## src/rtl/exu_decode_stage_pkg.sv

```systemverilog
// Shared encodings and helpers for the registered decode stage.
package exu_decode_stage_pkg;

   localparam logic [4:0] OPC_LOAD     = 5'b00000;
   localparam logic [4:0] OPC_MISC_MEM = 5'b00011;
   localparam logic [4:0] OPC_OP_IMM   = 5'b00100;
   localparam logic [4:0] OPC_AUIPC    = 5'b00101;
   localparam logic [4:0] OPC_STORE    = 5'b01000;
   localparam logic [4:0] OPC_OP       = 5'b01100;
   localparam logic [4:0] OPC_LUI      = 5'b01101;
   localparam logic [4:0] OPC_BRANCH   = 5'b11000;
   localparam logic [4:0] OPC_JALR     = 5'b11001;
   localparam logic [4:0] OPC_JAL      = 5'b11011;
   localparam logic [4:0] OPC_SYSTEM   = 5'b11100;

   localparam logic [1:0] RVC_Q0 = 2'b00;
   localparam logic [1:0] RVC_Q1 = 2'b01;
   localparam logic [1:0] RVC_Q2 = 2'b10;

   localparam logic [2:0] RVC_F3_LW    = 3'b010;
   localparam logic [2:0] RVC_F3_SW    = 3'b110;
   localparam logic [2:0] RVC_F3_ADDI  = 3'b000;
   localparam logic [2:0] RVC_F3_LI    = 3'b010;
   localparam logic [2:0] RVC_F3_J     = 3'b101;
   localparam logic [2:0] RVC_F3_BEQZ  = 3'b110;
   localparam logic [2:0] RVC_F3_BNEZ  = 3'b111;
   localparam logic [2:0] RVC_F3_MVADD = 3'b100;

   typedef struct packed {
      logic       rv32;
      logic       rs1en;
      logic       rs2en;
      logic       rdwen;
      logic [4:0] rs1_idx;
      logic [4:0] rs2_idx;
      logic [4:0] rd_idx;
      logic       illegal;
   } dec_info_t;

   // Compressed 3-bit register fields address x8..x15.
   function automatic logic [4:0] rvc_reg(input logic [2:0] r);
      return {2'b01, r};
   endfunction

endpackage

```

## src/rtl/exu_dec_comb.sv

```systemverilog
// Combinational RV32I / RVC-subset decode into register read/write controls.
module exu_dec_comb
   import exu_decode_stage_pkg::*;
#(
   parameter bit RVC_EN = 1'b1
) (
   input  logic [31:0] instr,
   output dec_info_t   info
);

   logic       rv32;
   logic       rs1en;
   logic       rs2en;
   logic       rdwen;
   logic       illegal;
   logic [4:0] rs1_raw;
   logic [4:0] rs2_raw;
   logic [4:0] rd_raw;

   always_comb begin
      rs1en   = 1'b0;
      rs2en   = 1'b0;
      rdwen   = 1'b0;
      illegal = 1'b0;
      rs1_raw = instr[19:15];
      rs2_raw = instr[24:20];
      rd_raw  = instr[11:7];
      rv32    = (instr[1:0] == 2'b11) && (instr[4:2] != 3'b111);
      if (rv32) begin
         case (instr[6:2])
            OPC_LUI, OPC_AUIPC, OPC_JAL: rdwen = 1'b1;
            OPC_JALR, OPC_LOAD, OPC_OP_IMM: begin
               rs1en = 1'b1;
               rdwen = 1'b1;
            end
            OPC_BRANCH, OPC_STORE: begin
               rs1en = 1'b1;
               rs2en = 1'b1;
            end
            OPC_OP: begin
               rs1en = 1'b1;
               rs2en = 1'b1;
               rdwen = 1'b1;
            end
            OPC_MISC_MEM: ;
            OPC_SYSTEM: begin
               if (instr[14:12] != 3'b000) begin
                  rs1en = 1'b1;
                  rdwen = 1'b1;
               end
            end
            default: illegal = 1'b1;
         endcase
      end else if (RVC_EN && (instr[1:0] != 2'b11)) begin
         // All-zero halfword falls into the Q0/000 default and is illegal.
         case ({instr[1:0], instr[15:13]})
            {RVC_Q0, RVC_F3_LW}: begin
               rs1en   = 1'b1;
               rdwen   = 1'b1;
               rs1_raw = rvc_reg(instr[9:7]);
               rd_raw  = rvc_reg(instr[4:2]);
            end
            {RVC_Q0, RVC_F3_SW}: begin
               rs1en   = 1'b1;
               rs2en   = 1'b1;
               rs1_raw = rvc_reg(instr[9:7]);
               rs2_raw = rvc_reg(instr[4:2]);
            end
            {RVC_Q1, RVC_F3_ADDI}: begin
               rs1en   = 1'b1;
               rdwen   = 1'b1;
               rs1_raw = instr[11:7];
            end
            {RVC_Q1, RVC_F3_LI}: rdwen = 1'b1;
            {RVC_Q1, RVC_F3_J}: ;
            {RVC_Q1, RVC_F3_BEQZ}, {RVC_Q1, RVC_F3_BNEZ}: begin
               rs1en   = 1'b1;
               rs1_raw = rvc_reg(instr[9:7]);
            end
            {RVC_Q2, RVC_F3_MVADD}: begin
               rs2en   = 1'b1;
               rdwen   = 1'b1;
               rs2_raw = instr[6:2];
               rs1en   = instr[12];
               rs1_raw = instr[11:7];
            end
            default: illegal = 1'b1;
         endcase
      end else begin
         illegal = 1'b1;
      end
   end

   assign info.rv32    = rv32;
   assign info.rs1en   = rs1en;
   assign info.rs2en   = rs2en;
   assign info.rdwen   = rdwen;
   assign info.rs1_idx = rs1en ? rs1_raw : 5'd0;
   assign info.rs2_idx = rs2en ? rs2_raw : 5'd0;
   assign info.rd_idx  = rdwen ? rd_raw : 5'd0;
   assign info.illegal = illegal;

endmodule

```

## src/rtl/exu_decode_stage.sv

```systemverilog
// Registered, handshaked decode stage with a per-register write scoreboard
// that stalls the IFU on RAW/WAW hazards against in-flight writes.
module exu_decode_stage
   import exu_decode_stage_pkg::*;
#(
   parameter int PC_W   = 32,
   parameter bit RVC_EN = 1'b1,
   parameter bit SB_EN  = 1'b1
) (
   input  logic            clk_i,
   input  logic            rst_n_i,
   input  logic            flush_i,
   input  logic            ifu_valid_i,
   output logic            ifu_ready_o,
   input  logic [31:0]     instr_i,
   input  logic [PC_W-1:0] pc_i,
   output logic            dec_valid_o,
   input  logic            dec_ready_i,
   output logic [PC_W-1:0] dec_pc_o,
   output logic [31:0]     dec_instr_o,
   output logic            dec_rv32_o,
   output logic            dec_rs1en_o,
   output logic            dec_rs2en_o,
   output logic            dec_rdwen_o,
   output logic [4:0]      dec_rs1_idx_o,
   output logic [4:0]      dec_rs2_idx_o,
   output logic [4:0]      dec_rd_idx_o,
   output logic            dec_rs1x0_o,
   output logic            dec_rs2x0_o,
   output logic            dec_illegal_o,
   input  logic            wb_valid_i,
   input  logic [4:0]      wb_rd_idx_i
);

   dec_info_t       in_info;
   dec_info_t       out_info;
   logic            valid_q;
   logic [PC_W-1:0] pc_q;
   logic [31:0]     instr_q;
   logic [31:0]     sb_q;
   logic            hz;
   logic            out_hs;
   logic            accept;

   exu_dec_comb #(.RVC_EN(RVC_EN)) u_dec (
      .instr (instr_i),
      .info  (in_info)
   );

   assign hz = ifu_valid_i && ((in_info.rs1en && sb_q[in_info.rs1_idx]) ||
                               (in_info.rs2en && sb_q[in_info.rs2_idx]) ||
                               (in_info.rdwen && sb_q[in_info.rd_idx]));

   assign out_hs      = valid_q && dec_ready_i;
   assign ifu_ready_o = (!valid_q || dec_ready_i) && !hz && !flush_i;
   assign accept      = ifu_valid_i && ifu_ready_o;

   always_ff @(posedge clk_i or negedge rst_n_i) begin
      if (!rst_n_i) begin
         valid_q  <= 1'b0;
         pc_q     <= '0;
         instr_q  <= '0;
         out_info <= '0;
      end else begin
         if (flush_i) begin
            valid_q <= 1'b0;
         end else if (accept) begin
            valid_q <= 1'b1;
         end else if (out_hs) begin
            valid_q <= 1'b0;
         end
         if (accept) begin
            pc_q     <= pc_i;
            instr_q  <= instr_i;
            out_info <= in_info;
         end
      end
   end

   // A flush does not touch the scoreboard: older writebacks still retire.
   generate
      if (SB_EN) begin : g_sb
         logic [31:0] sb_next;

         always_comb begin
            sb_next = sb_q;
            if (wb_valid_i) begin
               sb_next[wb_rd_idx_i] = 1'b0;
            end
            if (out_hs && out_info.rdwen && (out_info.rd_idx != 5'd0)) begin
               sb_next[out_info.rd_idx] = 1'b1;
            end
            sb_next[0] = 1'b0;
         end

         always_ff @(posedge clk_i or negedge rst_n_i) begin
            if (!rst_n_i) begin
               sb_q <= '0;
            end else begin
               sb_q <= sb_next;
            end
         end
      end else begin : g_no_sb
         assign sb_q = '0;
      end
   endgenerate

   assign dec_valid_o   = valid_q;
   assign dec_pc_o      = pc_q;
   assign dec_instr_o   = instr_q;
   assign dec_rv32_o    = out_info.rv32;
   assign dec_rs1en_o   = out_info.rs1en;
   assign dec_rs2en_o   = out_info.rs2en;
   assign dec_rdwen_o   = out_info.rdwen;
   assign dec_rs1_idx_o = out_info.rs1_idx;
   assign dec_rs2_idx_o = out_info.rs2_idx;
   assign dec_rd_idx_o  = out_info.rd_idx;
   assign dec_rs1x0_o   = out_info.rs1en && (out_info.rs1_idx == 5'd0);
   assign dec_rs2x0_o   = out_info.rs2en && (out_info.rs2_idx == 5'd0);
   assign dec_illegal_o = out_info.illegal;

endmodule

```

## config.mk

```make
export PLATFORM = sky130hd
export DESIGN_NAME = exu_decode_stage
export DESIGN_NICKNAME = d
export VERILOG_FILES = /design/src/rtl/exu_decode_stage_pkg.sv /design/src/rtl/exu_dec_comb.sv /design/src/rtl/exu_decode_stage.sv
export SDC_FILE = /design/constraint.sdc
export NUM_CORES = 1
export LEC_CHECK = 0
export CAP_MARGIN = 20
export CORE_ASPECT_RATIO = 1.75
export CORE_MARGIN = 3
export CORE_UTILIZATION = 53
export CTS_CLUSTER_SIZE = 12
export DETAILED_ROUTE_END_ITERATION = 7
export HOLD_SLACK_MARGIN = 0.15
export PLACE_DENSITY = 0.89
export SLEW_MARGIN = 25
export SYNTH_ARGS = -nofsm -noshare
export SYNTH_HDL_FRONTEND = slang
export SYNTH_SLANG_ARGS = --single-unit
export TNS_END_PERCENT = 30
```

## constraint.sdc

```tcl
create_clock -name clk_i -period 7.19 [get_ports clk_i]
set_input_delay 0.719 -clock clk_i [delete_from_list [all_inputs] [get_ports clk_i]]
set_output_delay 0.719 -clock clk_i [all_outputs]
set_load 0.02 [all_outputs]
```

==> impl_metrics.env <==
export IMPL_status="completed"
export IMPL_antenna_found_initial=0
export IMPL_die_y_um=150.1
export IMPL_dp_hpwl_um=15320
export IMPL_slew_headroom=0.3770
export IMPL_drtIter0Drc=472
export IMPL_dp_slack_ps=1371
export IMPL_grt_pass1_vias=5703
export IMPL_area_growth_pct=34.85
export IMPL_antenna_cells=0
export IMPL_rrSetupSlack_ps=4030
export IMPL_clock_sinks=116
export IMPL_cts_made_buffers=17
export IMPL_p_per_area_mw_per_mm2=265.9
export IMPL_startpoint="instr_i[1]"
export IMPL_rsz0062_at_grt="false"
export IMPL_synth_area_per_cell_um2=10.91
export IMPL_gp_congestion=0.9419
export IMPL_skew_ps=6.097
export IMPL_setup_viol_count_final=0
export IMPL_rows=52
export IMPL_overflow=0
export IMPL_yosys_warnings=0
export IMPL_cts_tree="yes"
export IMPL_first_pass_iters=7
export IMPL_drive_gt1_frac=0.1323
export IMPL_crit_fanout=17
export IMPL_start_util=0.5428
export IMPL_syn_area_mm2=0.006286
export IMPL_final_hold_violation_count=0
export IMPL_placedCellCount=845
export IMPL_max_cap_viol_count=0
export IMPL_tns_ps=0
export IMPL_cts_hold_fix_buffers=0
export IMPL_routed_via_density=6.336
export IMPL_chipWidth_um=88.33
export IMPL_cpMaxStageDelayCell="clkdlybuf4s50_1"
export IMPL_critPathBufInv=2
export IMPL_grt_max_degree=71
export IMPL_clockRootBuffer="clkbuf_16"
export IMPL_finalWirelength_um=20080
export IMPL_cp_start_kind="input port"
export IMPL_async_flop_share=1.000
export IMPL_maxSlewViolCount=0
export IMPL_post_route_period_util=0.8202
export IMPL_holdCritPathClass="in2async"
export IMPL_vias=5550
export IMPL_r2r_end="dec_instr_o[22]"
export IMPL_crit_chain="clkdlybuf4s50_1 -> or4b_1 -> o311ai_4 -> a221o_1 -> a21oi_1 -> nor2_1 -> a211oi_1 -> o2bb2ai_1 -> o211ai_1 -> or3b_2 -> a21boi_0 -> clkdlybuf4s50_1"
export IMPL_critPathMostFrequentCell="clkdlybuf4s50_1"
export IMPL_yosysTopAreaCell="dfrtp_1"
export IMPL_gr_usage_all_layers=0.3067
export IMPL_ys_seq_area_frac=0.4618
export IMPL_detail_route_wl_per_cell_um=22.92
export IMPL_yosysTopAreaCellShare=0.4618
export IMPL_fin_ws_ps=1293
export IMPL_leakage_nw=3.541
export IMPL_ys_ff_latch=116
export IMPL_clockBufferDepth=2
export IMPL_drc=0
export IMPL_p_total_w=0.002254
export IMPL_path_class="in2out"
export IMPL_cts_clk_slew_worst_paths_ps=50
export IMPL_cts_max_level=4
export IMPL_fin_nets=804
export IMPL_fin_cells=876
export IMPL_layout_commonest_cell="clkdlybuf4s50_1"
export IMPL_crit_required_ps=6470
export IMPL_worstSetupEndpointType="output pin"
export IMPL_tightest_slew_ps=934.5
export IMPL_core_area_mm2=0.01158
export IMPL_mostFrequentLayoutCells="161 x clkdlybuf4s50_1, 116 x dfrtp_1, 70 x o21ai_0"
export IMPL_ff2ff_path_depth=8
export IMPL_placed_area_mm2=0.007911
export IMPL_synth_enable_flop_cells=0
export IMPL_cts_setup_buffers=0
export IMPL_clk_latency_ps=410
export IMPL_grt_pass1_wl_um=30680
export IMPL_fmax_ghz=0.1696
export IMPL_crit_end="ifu_ready_o"
export IMPL_synth_cells=576
export IMPL_ys_top_cells_by_area="dfrtp_1 46%, mux2_1 8.2%, mux2_2 7.0%, o21ai_0 5.6%, mux2i_1 3.5%"
export IMPL_path_depth=12
export IMPL_syn_nets=651
export IMPL_ant_nets=0
export IMPL_peakVddDrop_mv=0.1701
export IMPL_ys_types=72
export IMPL_worstPathArrival_ps=5180
export IMPL_critPathTopFamily="compound AO/OA/AOI/OAI gates"
export IMPL_io_pins=163
export IMPL_design_area_mm2=0.008477
export IMPL_ctsResizeCount=0
export IMPL_slowest_delay_ps=840
export IMPL_die_area_mm2=0.01325
export IMPL_fin_crit_ps=5897
export IMPL_reg2reg_from="sb_q[11]"
export IMPL_synth_flop_cell="dfrtp_1"
export IMPL_portBuffers=162
routing by layer:
metal	GRT usage	wire [um]
met1	0.3191	6449
met3	0.05840	1445
met4	0.2126	1465
met2	0.5371	10720
met5	0	0
state kept, by name (all words and copies together) (netlist names):
signal         flops
dec_instr_o       32
dec_pc_o          32
sb_q              31
dec_rd_idx_o       5
dec_rs1_idx_o      5
dec_rs2_idx_o      5
dec_illegal_o      1
dec_rdwen_o        1
dec_rs1en_o        1
dec_rs2en_o        1
dec_rv32_o         1
dec_valid_o        1
Yosys cell counts, types with 7 or more instances:
cell / number
dfrtp_1: 116
o21ai_0: 70
mux2_1: 46
mux2_2: 39
nand2_1: 39
a21oi_1: 29
nor2_1: 29
mux2i_1: 22
buf_2: 13
inv_1: 12
clkbuf_1: 11
nand3_1: 11
nand3b_1: 11
nor3_1: 8
buf_6: 7
how the worst min path moves through the flow:
stage | startpoint | endpoint | slack [ps] | cells after the start
2_1_floorplan | rst_n_i | dec_illegal_o | 420 | 0
3_3_place_gp | dec_instr_o[27] | dec_instr_o[27] | 470 | 1
3_5_place_dp | dec_pc_o[1] | dec_pc_o[1] | 470 | 1
4_1_cts | rst_n_i | dec_pc_o[22] | 320 | 1
5_1_grt | rst_n_i | dec_pc_o[22] | 340 | 1
6_report | rst_n_i | dec_pc_o[22] | 300 | 1
cells by family after synthesis:
family / count (synthesis) / share of synthesized area
buffers and inverters: 43 / 0.03662
muxes: 114 / 0.2124
xor gates and xnor gates: 2 / 0.002787
DFF: 116 / 0.4618
AOI/OAI and AO/OA: 160 / 0.1620
and+or+nand+nor: 141 / 0.1244
stage by stage:
stage | hold WS (ps) | util
finish | 302.0 | 0.7320
detailed placement | 473.7 | 0.6831
global route | 336.7 | 0.7320
global placement | 465.9 | 0.6831
CTS | 318.9 | 0.7320
floorplan | 423.4 | -
final cells by class:
class                           instances  area [um2]
Sequential cell                       116        2903
Multi-Input combinational cell        417        3153
Clock inverter                         12       132.6
Tap cell                              135       168.9
Timing Repair Buffer                  165        1642
Clock buffer                           19       432.9
Inverter                               12       45.04
Fill cell                             794        3104
power by group:
group          leakage [nW]  internal [W]  switching (W)
sequential             1.47      0.000754      0.0000665
clock                 0.270      0.000508       0.000304
combinational          1.80      0.000306       0.000316
total                  3.54       0.00157       0.000686
Note: power is estimated with default switching activity, not from simulation.
